File: src/rtl/mem_bus_pkg.sv
// Shared types and defaults for the memory/I-O bus arbiter.
// Owner encoding doubles as the round-robin "last grant" marker.
package mem_bus_pkg;
    localparam int         ADDR_W_DEF    = 16;
    localparam int         DATA_W_DEF    = 16;
    localparam logic [1:0] IO_PREFIX_DEF = 2'b11;

    typedef enum logic [1:0] {
        ST_IDLE   = 2'd0,
        ST_ACCESS = 2'd1,
        ST_DONE   = 2'd2
    } state_e;

    typedef enum logic {
        OWN_CPU = 1'b0,
        OWN_VID = 1'b1
    } owner_e;
endpackage

File: src/rtl/mem_bus_arbiter_if.sv
// Requester, memory and I/O signals of the arbiter grouped as one bundle.
// slave = arbiter view, master = requesters plus memory/I-O devices.
interface mem_bus_arbiter_if
    import mem_bus_pkg::*;
#(
    parameter int ADDR_W = ADDR_W_DEF,
    parameter int DATA_W = DATA_W_DEF
) ();
    logic              cpu_req;
    logic              cpu_we;
    logic [ADDR_W-1:0] cpu_adr;
    logic [DATA_W-1:0] cpu_wdata;
    logic              cpu_ack;
    logic [DATA_W-1:0] cpu_rdata;
    logic              vid_req;
    logic [ADDR_W-1:0] vid_adr;
    logic              vid_ack;
    logic [DATA_W-1:0] vid_rdata;
    logic              mem_en;
    logic              mem_we;
    logic [ADDR_W-1:0] mem_adr;
    logic [DATA_W-1:0] mem_wdata;
    logic [DATA_W-1:0] mem_rdata;
    logic              io_sel;
    logic              io_we;
    logic [DATA_W-1:0] io_rdata;

    modport slave (
        input  cpu_req, cpu_we, cpu_adr, cpu_wdata, vid_req, vid_adr, mem_rdata, io_rdata,
        output cpu_ack, cpu_rdata, vid_ack, vid_rdata,
        output mem_en, mem_we, mem_adr, mem_wdata, io_sel, io_we
    );

    modport master (
        output cpu_req, cpu_we, cpu_adr, cpu_wdata, vid_req, vid_adr, mem_rdata, io_rdata,
        input  cpu_ack, cpu_rdata, vid_ack, vid_rdata,
        input  mem_en, mem_we, mem_adr, mem_wdata, io_sel, io_we
    );
endinterface

File: src/rtl/mem_bus_arbiter_rr_arb2.sv
// Two-way round-robin grant: on contention the requester not served last wins.
module rr_arb2
    import mem_bus_pkg::*;
(
    input  logic   i_req_cpu,
    input  logic   i_req_vid,
    input  owner_e i_last_grant,
    output logic   o_valid,
    output owner_e o_owner
);
    always_comb begin
        o_valid = i_req_cpu | i_req_vid;
        o_owner = OWN_CPU;
        if (i_req_cpu && i_req_vid) begin
            o_owner = (i_last_grant == OWN_CPU) ? OWN_VID : OWN_CPU;
        end else if (i_req_vid) begin
            o_owner = OWN_VID;
        end
    end
endmodule

File: src/rtl/mem_bus_arbiter.sv
// Shares one memory port and the I/O space between the CPU and the video fetcher
// using a fixed IDLE -> ACCESS -> DONE sequence (strobe at +1, ack at +2).
module mem_bus_arbiter
    import mem_bus_pkg::*;
#(
    parameter int         ADDR_W    = ADDR_W_DEF,
    parameter int         DATA_W    = DATA_W_DEF,
    parameter logic [1:0] IO_PREFIX = IO_PREFIX_DEF
) (
    input logic             clk,
    input logic             rst,
    mem_bus_arbiter_if.slave bus
);
    state_e            r_state, w_state_next;
    owner_e            r_owner, w_owner_next, r_last_grant, w_last_next;
    logic              r_we, w_we_next;
    logic [ADDR_W-1:0] r_adr, w_adr_next;
    logic [DATA_W-1:0] r_wdata, w_wdata_next;
    logic              r_use_mem, w_use_mem_next, r_use_io, w_use_io_next;
    logic              r_mem_en, w_mem_en_next, r_mem_we, w_mem_we_next;
    logic              r_io_sel, w_io_sel_next, r_io_we, w_io_we_next;
    logic              r_cpu_ack, w_cpu_ack_next, r_vid_ack, w_vid_ack_next;
    logic [DATA_W-1:0] r_cpu_rdata, r_vid_rdata, w_rd_src;
    logic              w_gnt_valid, w_sel_we, w_sel_io;
    owner_e            w_gnt_owner;
    logic [ADDR_W-1:0] w_sel_adr;

    rr_arb2 u_rr_arb2 (
        .i_req_cpu    (bus.cpu_req),
        .i_req_vid    (bus.vid_req),
        .i_last_grant (r_last_grant),
        .o_valid      (w_gnt_valid),
        .o_owner      (w_gnt_owner)
    );

    always_ff @(posedge clk or negedge rst) begin
        if (!rst) r_state <= ST_IDLE;
        else      r_state <= w_state_next;
    end

    always_comb begin
        w_state_next   = r_state;
        w_owner_next   = r_owner;
        w_we_next      = r_we;
        w_adr_next     = r_adr;
        w_wdata_next   = r_wdata;
        w_use_mem_next = r_use_mem;
        w_use_io_next  = r_use_io;
        w_last_next    = r_last_grant;
        w_mem_en_next  = 1'b0;
        w_mem_we_next  = 1'b0;
        w_io_sel_next  = 1'b0;
        w_io_we_next   = 1'b0;
        w_cpu_ack_next = 1'b0;
        w_vid_ack_next = 1'b0;
        w_sel_adr      = (w_gnt_owner == OWN_CPU) ? bus.cpu_adr : bus.vid_adr;
        w_sel_we       = (w_gnt_owner == OWN_CPU) && bus.cpu_we;
        w_sel_io       = (w_sel_adr[ADDR_W-1 -: 2] == IO_PREFIX);
        case (r_state)
            ST_IDLE: begin
                if (w_gnt_valid) begin
                    w_state_next   = ST_ACCESS;
                    w_owner_next   = w_gnt_owner;
                    w_we_next      = w_sel_we;
                    w_adr_next     = w_sel_adr;
                    w_wdata_next   = (w_gnt_owner == OWN_CPU) ? bus.cpu_wdata : '0;
                    // Video hitting I/O space gets neither strobe, only a zero-data ack.
                    w_use_io_next  = w_sel_io && (w_gnt_owner == OWN_CPU);
                    w_use_mem_next = !w_sel_io;
                    w_io_sel_next  = w_use_io_next;
                    w_io_we_next   = w_use_io_next && w_sel_we;
                    w_mem_en_next  = w_use_mem_next;
                    w_mem_we_next  = w_use_mem_next && w_sel_we;
                end
            end
            ST_ACCESS: begin
                w_state_next   = ST_DONE;
                w_cpu_ack_next = (r_owner == OWN_CPU);
                w_vid_ack_next = (r_owner == OWN_VID);
            end
            ST_DONE: begin
                w_state_next = ST_IDLE;
                w_last_next  = r_owner;
            end
            default: w_state_next = ST_IDLE;
        endcase
    end

    // Device read data arrives during DONE, so the ack cycle forwards it live.
    always_comb begin
        w_rd_src = '0;
        if (!r_we && r_use_io)       w_rd_src = bus.io_rdata;
        else if (!r_we && r_use_mem) w_rd_src = bus.mem_rdata;
    end

    always_ff @(posedge clk or negedge rst) begin
        if (!rst) begin
            r_owner      <= OWN_CPU;
            r_last_grant <= OWN_VID;
            r_we         <= 1'b0;
            r_adr        <= '0;
            r_wdata      <= '0;
            r_use_mem    <= 1'b0;
            r_use_io     <= 1'b0;
            r_mem_en     <= 1'b0;
            r_mem_we     <= 1'b0;
            r_io_sel     <= 1'b0;
            r_io_we      <= 1'b0;
            r_cpu_ack    <= 1'b0;
            r_vid_ack    <= 1'b0;
            r_cpu_rdata  <= '0;
            r_vid_rdata  <= '0;
        end else begin
            r_owner      <= w_owner_next;
            r_last_grant <= w_last_next;
            r_we         <= w_we_next;
            r_adr        <= w_adr_next;
            r_wdata      <= w_wdata_next;
            r_use_mem    <= w_use_mem_next;
            r_use_io     <= w_use_io_next;
            r_mem_en     <= w_mem_en_next;
            r_mem_we     <= w_mem_we_next;
            r_io_sel     <= w_io_sel_next;
            r_io_we      <= w_io_we_next;
            r_cpu_ack    <= w_cpu_ack_next;
            r_vid_ack    <= w_vid_ack_next;
            if (r_state == ST_DONE && r_owner == OWN_CPU) r_cpu_rdata <= w_rd_src;
            if (r_state == ST_DONE && r_owner == OWN_VID) r_vid_rdata <= w_rd_src;
        end
    end

    assign bus.mem_en    = r_mem_en;
    assign bus.mem_we    = r_mem_we;
    assign bus.mem_adr   = r_adr;
    assign bus.mem_wdata = r_wdata;
    assign bus.io_sel    = r_io_sel;
    assign bus.io_we     = r_io_we;
    assign bus.cpu_ack   = r_cpu_ack;
    assign bus.vid_ack   = r_vid_ack;
    assign bus.cpu_rdata = r_cpu_ack ? w_rd_src : r_cpu_rdata;
    assign bus.vid_rdata = r_vid_ack ? w_rd_src : r_vid_rdata;
endmodule

File: src/flat_wrapper.sv
// flat-port wrapper written by rule: the top's interface ports become plain ports
module mem_bus_arbiter_flat import mem_bus_pkg::*;
#(
    parameter int         ADDR_W    = ADDR_W_DEF,
    parameter int         DATA_W    = DATA_W_DEF,
    parameter logic [1:0] IO_PREFIX = IO_PREFIX_DEF
)
  (clk, rst, bus_cpu_req, bus_cpu_we, bus_cpu_adr, bus_cpu_wdata, bus_vid_req, bus_vid_adr, bus_mem_rdata, bus_io_rdata, bus_cpu_ack, bus_cpu_rdata, bus_vid_ack, bus_vid_rdata, bus_mem_en, bus_mem_we, bus_mem_adr, bus_mem_wdata, bus_io_sel, bus_io_we);
  mem_bus_arbiter_if #(.ADDR_W(ADDR_W), .DATA_W(DATA_W)) bus_i ();
  input logic clk;
  input logic rst;
  input wire logic [$bits(bus_i.cpu_req)-1:0] bus_cpu_req;
  input wire logic [$bits(bus_i.cpu_we)-1:0] bus_cpu_we;
  input wire logic [$bits(bus_i.cpu_adr)-1:0] bus_cpu_adr;
  input wire logic [$bits(bus_i.cpu_wdata)-1:0] bus_cpu_wdata;
  input wire logic [$bits(bus_i.vid_req)-1:0] bus_vid_req;
  input wire logic [$bits(bus_i.vid_adr)-1:0] bus_vid_adr;
  input wire logic [$bits(bus_i.mem_rdata)-1:0] bus_mem_rdata;
  input wire logic [$bits(bus_i.io_rdata)-1:0] bus_io_rdata;
  output wire logic [$bits(bus_i.cpu_ack)-1:0] bus_cpu_ack;
  output wire logic [$bits(bus_i.cpu_rdata)-1:0] bus_cpu_rdata;
  output wire logic [$bits(bus_i.vid_ack)-1:0] bus_vid_ack;
  output wire logic [$bits(bus_i.vid_rdata)-1:0] bus_vid_rdata;
  output wire logic [$bits(bus_i.mem_en)-1:0] bus_mem_en;
  output wire logic [$bits(bus_i.mem_we)-1:0] bus_mem_we;
  output wire logic [$bits(bus_i.mem_adr)-1:0] bus_mem_adr;
  output wire logic [$bits(bus_i.mem_wdata)-1:0] bus_mem_wdata;
  output wire logic [$bits(bus_i.io_sel)-1:0] bus_io_sel;
  output wire logic [$bits(bus_i.io_we)-1:0] bus_io_we;
  assign bus_i.cpu_req = bus_cpu_req;
  assign bus_i.cpu_we = bus_cpu_we;
  assign bus_i.cpu_adr = bus_cpu_adr;
  assign bus_i.cpu_wdata = bus_cpu_wdata;
  assign bus_i.vid_req = bus_vid_req;
  assign bus_i.vid_adr = bus_vid_adr;
  assign bus_i.mem_rdata = bus_mem_rdata;
  assign bus_i.io_rdata = bus_io_rdata;
  assign bus_cpu_ack = bus_i.cpu_ack;
  assign bus_cpu_rdata = bus_i.cpu_rdata;
  assign bus_vid_ack = bus_i.vid_ack;
  assign bus_vid_rdata = bus_i.vid_rdata;
  assign bus_mem_en = bus_i.mem_en;
  assign bus_mem_we = bus_i.mem_we;
  assign bus_mem_adr = bus_i.mem_adr;
  assign bus_mem_wdata = bus_i.mem_wdata;
  assign bus_io_sel = bus_i.io_sel;
  assign bus_io_we = bus_i.io_we;
  mem_bus_arbiter #(.ADDR_W(ADDR_W), .DATA_W(DATA_W), .IO_PREFIX(IO_PREFIX)) u_core (.clk(clk), .rst(rst), .bus(bus_i));
endmodule
File: config.mk
export PLATFORM = sky130hd
export DESIGN_NAME = mem_bus_arbiter_flat
export DESIGN_NICKNAME = d
export VERILOG_FILES = /design/src/rtl/mem_bus_pkg.sv /design/src/rtl/mem_bus_arbiter_if.sv /design/src/rtl/mem_bus_arbiter_rr_arb2.sv /design/src/rtl/mem_bus_arbiter.sv /design/src/flat_wrapper.sv
export SDC_FILE = /design/constraint.sdc
export NUM_CORES = 1
export LEC_CHECK = 0
export ABC_AREA = 1
export BUFFER_PORTS_ARGS = -buffer_cell sky130_fd_sc_hd__buf_2
export CAP_MARGIN = 20
export CORE_MARGIN = 1.5
export CORE_UTILIZATION = 44
export CTS_CLUSTER_DIAMETER = 30
export CTS_CLUSTER_SIZE = 25
export DETAILED_ROUTE_END_ITERATION = 6
export GPL_ROUTABILITY_DRIVEN = 0
export PLACE_DENSITY_LB_ADDON = 0.3
export SLEW_MARGIN = 20
export SYNTH_ARGS = -nofsm -noshare
export SYNTH_HDL_FRONTEND = slang
export SYNTH_SLANG_ARGS = --single-unit
File: constraint.sdc
create_clock -name clk -period 1.3 [get_ports clk]
set_input_delay 0 -clock clk [delete_from_list [all_inputs] [get_ports clk]]
set_output_delay 0 -clock clk [all_outputs]
set_load 0.1 [all_outputs]
== Word-level counts from Yosys, hierarchy flattened ==
Index checks and enable logic that the tools add are counted.
Widths: inputs -> output; s select.
Storage, ports and cells
  register bits after elaboration: 77
  input bits: 85
  logic and storage cells: 57
Cells by class
  equality and inequality tests: 4
  muxes and demuxes: 21
  bitwise logic cells: 3
  reductions and logical operators: 13
Operators with widths (count)
  $mux 16: 6
  $mux 1: 13
  $logic_and 1x1->1: 9
  $eq 2x2->1 const B: 2
  $pmux 2 s2: 1
  $eq 2x1->1 const B: 1
  $logic_not 1->1: 2
  $logic_not 2->1: 1
  $mux 2: 1
  $ne 2x2->1 const B: 1
  $not 1->1: 2
  $reduce_and 2->1: 1
  $or 1x1->1: 1

== Depth between registers and ports, before layout ==
Gate-level depths: netlist of the first run.
  word-level depth: 8
  mapped depth: 8

== Cells and area by module ==
Synthesis of the first run repeated with hierarchy kept, for this count alone.
Unflattened totals
  cells, all modules: 560
  area total of the unflattened synthesis: 3871.2 µm²
By module, submodules not included
  mem_bus_arbiter: instances 1, cells each 557, area an instance 3856.2 µm², sequential area each 1928.1 µm²
  rr_arb2: instances 1, cells each 3, area an instance 15.0 µm², sequential area each 0.0 µm²

== Worst setup path after synthesis of the first run ==
OpenSTA, ideal clock, no wires.
  path type: flip-flop to output port
  start: reg u_core.r_cpu_ack, in the netlist u_core.bus.cpu_ack
  end: out bus_cpu_rdata[11]
  data arrival time: 2.916 ns
  slack: -1.616 ns
  stages on the path, launching flop included: 4
  path buffers: 1
  cells stage by stage: dfrtp_1 clkbuf_1 nor2_1 a31oi_1
Between the ends
  cells in the longest elaborated chain, start to end: 1
RTL lines
  start, declared: line mem_bus_arbiter.sv:22  | logic r_cpu_ack, w_cpu_ack_next, r_vid_ack, w_vid_ack_next;
  start signal, assigned: line mem_bus_arbiter.sv:125  | r_cpu_ack <= w_cpu_ack_next;
  $mux 16: line mem_bus_arbiter.sv:140  | assign bus.cpu_rdata = r_cpu_ack ? w_rd_src : r_cpu_rdata;
  end, declared: line flat_wrapper.sv:21  | output wire logic [$bits(bus_i.cpu_rdata)-1:0] bus_cpu_rdata;
No other way between the ends.

== Worst setup path in the final report of the first run ==
  start: reg u_core.r_use_mem
  end: out bus_vid_rdata[13]
Between the ends
  cells in the longest elaborated chain, start to end: 4
RTL lines
  start, declared: line mem_bus_arbiter.sv:19  | logic r_use_mem, w_use_mem_next, r_use_io, w_use_io_next;
  start signal, assigned: line mem_bus_arbiter.sv:119  | r_use_mem <= w_use_mem_next;
  $logic_and 1x1->1: line mem_bus_arbiter.sv:93  | else if (!r_we && r_use_mem) w_rd_src = bus.mem_rdata;
  $mux 16: line mem_bus_arbiter.sv:93
  $mux 16: line mem_bus_arbiter.sv:92  | if (!r_we && r_use_io) w_rd_src = bus.io_rdata;
  $mux 16: line mem_bus_arbiter.sv:141  | assign bus.vid_rdata = r_vid_ack ? w_rd_src : r_vid_rdata;
  end, declared: line flat_wrapper.sv:23  | output wire logic [$bits(bus_i.vid_rdata)-1:0] bus_vid_rdata;
No other way between the ends.

==> impl_results.md, run 1 <==
- Grt total ovfl: 0
- Fin crit period: 1690 ps
- Worst Path Max Fanout: 13
- Critical Path RT: 1300 ps
- Cells on worst reg2reg path: 6
- Critical Path Start: u_core.r_use_mem
- Initial antenna violation count: 0
- Post-route ant nets: 0
- Number of synthesized flops with an enable pin: 0
- Mapped Area: 0.00377 mm2
- HP Class: input port to register
- Tcrit/Tclk final: 1.30
- WL/cell: 19.5 um
- Reg2reg start: u_core.r_state[1]
- Share of cells above drive strength 1: 0.478
- Reg2reg setup slack: -120 ps
- Clk sinks: 77
- Vias in the first global route: 4700
- Final slew viol count: 0
- Most common flop cell mapped by yosys: dfrtp_1
- Num rows: 33
- Achievable Freq: 590 MHz
- Setup CP Type: register to output pin
- GRT met3 Usage: 0.0758
- Router iterations before antenna repair: 5
- Pin count of the biggest net entering global routing: 36
- Final setup viols: 65
- Fillcell total: 367
- Max_slew headroom: 0.659
- Status: complete, but fails checks
- I/O Buffers: 154
- Root Driver: clkbuf_8
- Multi-input logic area: 0.00252 mm2
- Clk_lat worst skew: 360 ps
- Drt drc: 0
- TritonCTS clock tree: done
- Horiz. Die Dim: 95.5 um
- Tightest Pin Transition: 514 ps
- Initial DRC Count: 313
- Distinct cells, synth: 24
- All-Layer GR Usage: 0.323
- Area Growth Syn to Fin: 94.8%
- Final WL: 16300 um
- Synthesized flop and latch total: 77
- Synthesized Nets: 565
- Post-synth ARST share: 1.00
- Hold_ws: 41.3 ps
- Clk_skew: 19.6 ps
- Final worst slack: -394 ps
- Syn_area_per_cell: 7.85 um2
- Die footprint: 0.00913 mm2
- Num ports: 155
- Final hold violations: 0
- TritonCTS buffer count: 9
- Startpoint types: register
- Cells after Synth: 480
- Worst reg2reg endpoint: u_core.bus.mem_adr[0]
- Max-Cap Viols: 0
- Reg area: 0.00194 mm2
- Register area share after synthesis: 0.512
- Clock Tree Buf Depth: 2
- Avg Vias per Cell: 5.65
- Setup TNS: -12630 ps
- M1 GR Usage: 0.354
- Unrepaired setup endpoints after global routing: yes
- Failing checks: negative setup slack
- Setup crit end: bus_vid_rdata[13]
- HPWL Detailed: 8380 um
- Clk slew on worst S/H paths: 100 ps
- Number of H-tree levels: 3
- Crit end category: output pin
- Top Usage Layer GRT: met2
- Initial Utilization: 0.456
- Routed vias: 4716
- Yosys warning total: 0
- Global-route wire length before repair: 22100 um
- Final #Nets: 810
- Die Y: 95.5 um
- Core ar.: 0.00826 mm2
- GR Util met2: 0.573
- WP data arrival: 1690 ps
- Ant diodes: 0
## worst max-delay path, stage by stage, from the launching register on
cell and delay [ps]:
dfrtp_1 370, inv_2 50, nor2_4 130, buf_12 190, nand3_2 150, a31oi_4 250, buf_12 200
## area by class of cell
class	count	share of cell area
clock buffers	9	0.0169
clock inverters	7	0.00802
inverters	26	0.0150
multi-input cells	351	0.343
flip-flops and latches	77	0.264
well taps	105	0.0179
repair buffers	260	0.334
## layout by cell type, fill, tap and decap left out, drive strengths merged, types with 2 or more instances in the layout
cell / Yosys / routed
a31oi: 32 / 32
inv: 25 / 27
nor2: 39 / 39
clkinv: 1 / 4
clkinvlp: 0 / 2
nand2: 220 / 220
o211ai: 14 / 14
nand3: 38 / 38
buf: 19 / 209
dlygate4sd3: 0 / 47
o21ai: 2 / 2
a21oi: 3 / 3
clkbuf: 7 / 13
nor3: 2 / 2
dfrtp: 76 / 76
## cells by family (layout without fill, tap and decap cells)
| family | Yosys count | in the layout | share of synthesized area |
|---|---|---|---|
| flip-flops | 77 | 77 | 0.512 |
| AO/OA/AOI/OAI | 51 | 51 | 0.0927 |
| buffers and inverters | 52 | 302 | 0.0671 |
| AND/OR/NAND/NOR | 300 | 300 | 0.328 |
## cell usage after synthesis (2+ instances only)
cell type / n / share of area
a21oi_2: 2 / 0.0047
buf_4: 6 / 0.012
o211ai_1: 14 / 0.028
buf_6: 3 / 0.0090
nand3_2: 4 / 0.011
nor3_1: 2 / 0.0027
a31oi_1: 32 / 0.053
inv_2: 4 / 0.0040
nor2_2: 2 / 0.0033
inv_1: 21 / 0.021
buf_2: 10 / 0.013
clkbuf_1: 7 / 0.0070
nand2_1: 216 / 0.22
nor2_1: 36 / 0.036
nand2_2: 4 / 0.0066
nand3_1: 34 / 0.045
dfrtp_1: 76 / 0.50
## through the flow
step / utilization / cell area [um2] / std cells / setup slack (ps)
final: 0.888 / 7340 / 835 / -394
after global routing: 0.888 / 7340 / 835 / -469
after global placement: 0.736 / 6080 / 749 / -8.99
after detailed placement: 0.736 / 6080 / 749 / -93.9
after floorplan: - / 4550 / 480 / -231
after CTS: 0.853 / 7050 / 825 / -377
## how the worst min path moves through the flow
stage                                  endpoint  slack [ps]  depth (start not counted)             from
after floorplan               u_core.bus.io_sel        -300                          0              rst
final                         u_core.bus.mem_we          40                          4  bus_vid_adr[14]
after global routing          u_core.bus.mem_we          50                          4  bus_vid_adr[14]
after detailed placement  u_core.r_vid_rdata[1]          -7                          1              rst
after CTS                 u_core.bus.mem_adr[3]           2                          5   bus_cpu_adr[3]
after global placement    u_core.r_vid_rdata[1]         -20                          1              rst
## timing repair
item,4_1_cts,5_1_grt
hold endpoints to repair,96,0
cloned,1,5
setup endpoints to repair,50,93
hold buffers,47,0
setup buffers,12,5
resized for setup,34,38
pin swaps,2,26
## state kept, by name, summed over array words and instances, names as in the netlist
name and flops:
u_core.r_use_mem 1, u_core.r_last_grant 1, u_core.r_we 1, u_core.r_vid_rdata 16, u_core.bus.io_sel 1, u_core.r_use_io 1
u_core.bus.vid_ack 1, u_core.r_owner 1, u_core.r_cpu_rdata 16, u_core.bus.mem_en 1, u_core.bus.mem_adr 16, u_core.bus.mem_wdata 16
u_core.r_state 2, u_core.bus.io_we 1, u_core.bus.mem_we 1, u_core.bus.cpu_ack 1
## metal layers
layer  vias to the layer above  part of all wire  wire (um)
met1                      2241              0.35       5760
met2                       331              0.51       8250
met5                         -                 0          0
met4                         0             0.058        949
met3                        98             0.080       1290
li1                       2046                 -          -
Power of run 1 is not shown: default switching activity piles up to over one toggle a cycle in this logic, so the estimate is an artifact.
==> inputs of run 2 (changes only) <==
- CORE_ASPECT_RATIO: unset -> 0.75
==> impl_results.md, run 2 (synthesis gave the netlist of run 1 again) <==
- Status: complete, but fails checks (unchanged)
- Failing checks: negative hold slack, negative setup slack (was negative setup slack)
- WL/cell: 19.5 um (about the same)
- Initial DRC Count: 320 (was 313)
- WP buf/inv: 3 (unchanged)
- Tightest Pin Transition: 513 ps (was 514 ps)
- TritonCTS clock tree: done (unchanged)
- Pin count of the biggest net entering global routing: 36 (unchanged)
- HPWL Detailed: 8290 um (was 8380 um)
- Crit-path slowest cell: dfrtp_2 (was dfrtp_1)
- Number of H-tree levels: 3 (unchanged)
- Startpoint types: register (unchanged)
- Drt drc: 0 (unchanged)
- Fillcell total: 449 (was 367)
- Avg Vias per Cell: 5.66 (was 5.65)
- Critical Path RT: 1300 ps (about the same)
- Global-route wire length before repair: 22300 um (was 22100 um)
- Area Growth Syn to Fin: 88.4% (was 94.8%)
- Achievable Freq: 569 MHz (was 590 MHz)
- Clk_skew: 14.1 ps (was 19.6 ps)
- Tcrit/Tclk final: 1.35 (was 1.30)
- Die footprint: 0.00913 mm2 (about the same)
- Cell Count, Final, Fillers Out: 810 (was 835)
- Routed vias: 4586 (was 4716)
- Initial Utilization: 0.449 (was 0.456)
- Most frequent cells in the layout: 208 x nand2_1, 119 x buf_2, 71 x dfrtp_1 (was 199 x nand2_1, 119 x buf_2, 71 x dfrtp_1)
- Final hold violations: 1 (was 0)
- Root Driver: clkbuf_16 (was clkbuf_8)
- Final WL: 15800 um (was 16300 um)
- Final #Nets: 782 (was 810)
- Router iterations before antenna repair: 5 (unchanged)
- Reg2reg setup slack: -70 ps (was -120 ps)
- Final setup viols: 49 (was 65)
- Die Y: 83.1 um (was 95.5 um)
- Clk_lat worst skew: 330 ps (was 360 ps)
- Core ar.: 0.00838 mm2 (was 0.00826 mm2)
- Vias in the first global route: 4499 (was 4700)
- Worst path cell trace: buf_6 > buf_4 > nand3_2 > a31oi_4 > buf_12 (was inv_2 > nor2_4 > buf_12 > nand3_2 > a31oi_4 > buf_12)
- Hold_ws: -0.761 ps (was 41.3 ps)
- Max-Cap Viols: 0 (unchanged)
- Grt total ovfl: 0 (unchanged)
- Final worst slack: -458 ps (was -394 ps)
- Clk sinks: 77 (unchanged)
- Reg area: 0.00194 mm2 (unchanged)
- Setup TNS: -13440 ps (was -12630 ps)
- Commonest non-fill, non-tap cell in the layout: nand2_1 (unchanged)
- WP data arrival: 1760 ps (was 1690 ps)
- DP Cell Count: 745 (was 749)
- Num rows: 29 (was 33)
- Horiz. Die Dim: 110 um (was 95.5 um)
- TritonCTS buffer count: 9 (unchanged)
- Share of cells above drive strength 1: 0.453 (was 0.478)
- CP top delay family: buffers and inverters (unchanged)
- Worst Path Max Fanout: 13 (unchanged)
- Ant diodes: 0 (unchanged)
- Num ports: 155 (unchanged)
- Initial antenna violation count: 0 (unchanged)
- I/O Buffers: 154 (unchanged)
- Fin crit period: 1760 ps (was 1690 ps)
- Final slew viol count: 0 (unchanged)
- HP Class: input port to register (unchanged)
- Final Util: 0.847 (was 0.888)
- Crit end category: output pin (unchanged)
- Setup Slack @ Placement: -85.0 ps (was -93.9 ps)
- Unrepaired setup endpoints after global routing: yes (unchanged)
- Post-route ant nets: 0 (unchanged)
- Clock Tree Buf Depth: 2 (unchanged)
- Max_slew headroom: 0.660 (was 0.659)
- Multi-input logic area: 0.00237 mm2 (was 0.00252 mm2)
- Setup CP Type: register to output pin (unchanged)
- All-Layer GR Usage: 0.321 (was 0.323)
- Largest stage delay on the critical path: 420 ps (was 370 ps)
- Clk slew on worst S/H paths: 70 ps (was 100 ps)
[run 2: cell type report]
type                       count  share of cell area
inverter                      26              0.0152
timing repair buffer         232               0.310
multi-input combinational    351               0.334
clock buffer                  10              0.0323
sequential                    77               0.273
clock inverter                 6              0.0157
tap                          108              0.0190
[run 2: metrics by stage]
step                hold WS (ps)  instance area (um2)
finish                    -0.761                 7100
global placement           -54.2                 6050
global route                21.9                 7100
floorplan                   -296                 4550
detailed placement         -55.6                 6050
CTS                         1.64                 6970
[run 2: metal layers]
| metal | track usage | part of all wire | vias up |
|---|---|---|---|
| met1 | 0.399 | 0.38 | 2220 |
| met2 | 0.545 | 0.50 | 323 |
| met5 | 0 | 0 | - |
| met4 | 0.135 | 0.035 | 0 |
| li1 | - | - | 1985 |
| met3 | 0.0565 | 0.086 | 58 |
[run 2: worst min-delay path: stages]
cell,delay (ps)
buf_2,70
inv_1,30
nand2_1,60
o211ai_1,80
nand2_1,50
[run 2: worst paths after layout]
kind,start,endpoint,depth (start not counted)
setup / recovery,u_core.r_use_io,bus_cpu_rdata[14],5
hold / removal,bus_cpu_adr[12],u_core.bus.mem_adr[12],5
setup reg to reg,u_core.r_we,u_core.r_cpu_rdata[5],6
hold reg to reg,u_core.bus.mem_adr[15],u_core.bus.mem_adr[15],2
max in group asynchronous,rst,u_core.r_last_grant,3
min in group asynchronous,rst,u_core.bus.mem_adr[8],2
[run 2: repair_timing]
| action | 4_1_cts | 5_1_grt |
|---|---|---|
| hold buffers | 35 | 0 |
| buffers inserted | 4 | 7 |
| pin swaps | 13 | 17 |
| gates resized for setup | 19 | 25 |
| hold endpoints to repair | 109 | 0 |
| cloned | 3 | 1 |
| setup endpoints to repair | 67 | 98 |
Power of run 2 is left out for the same reason.
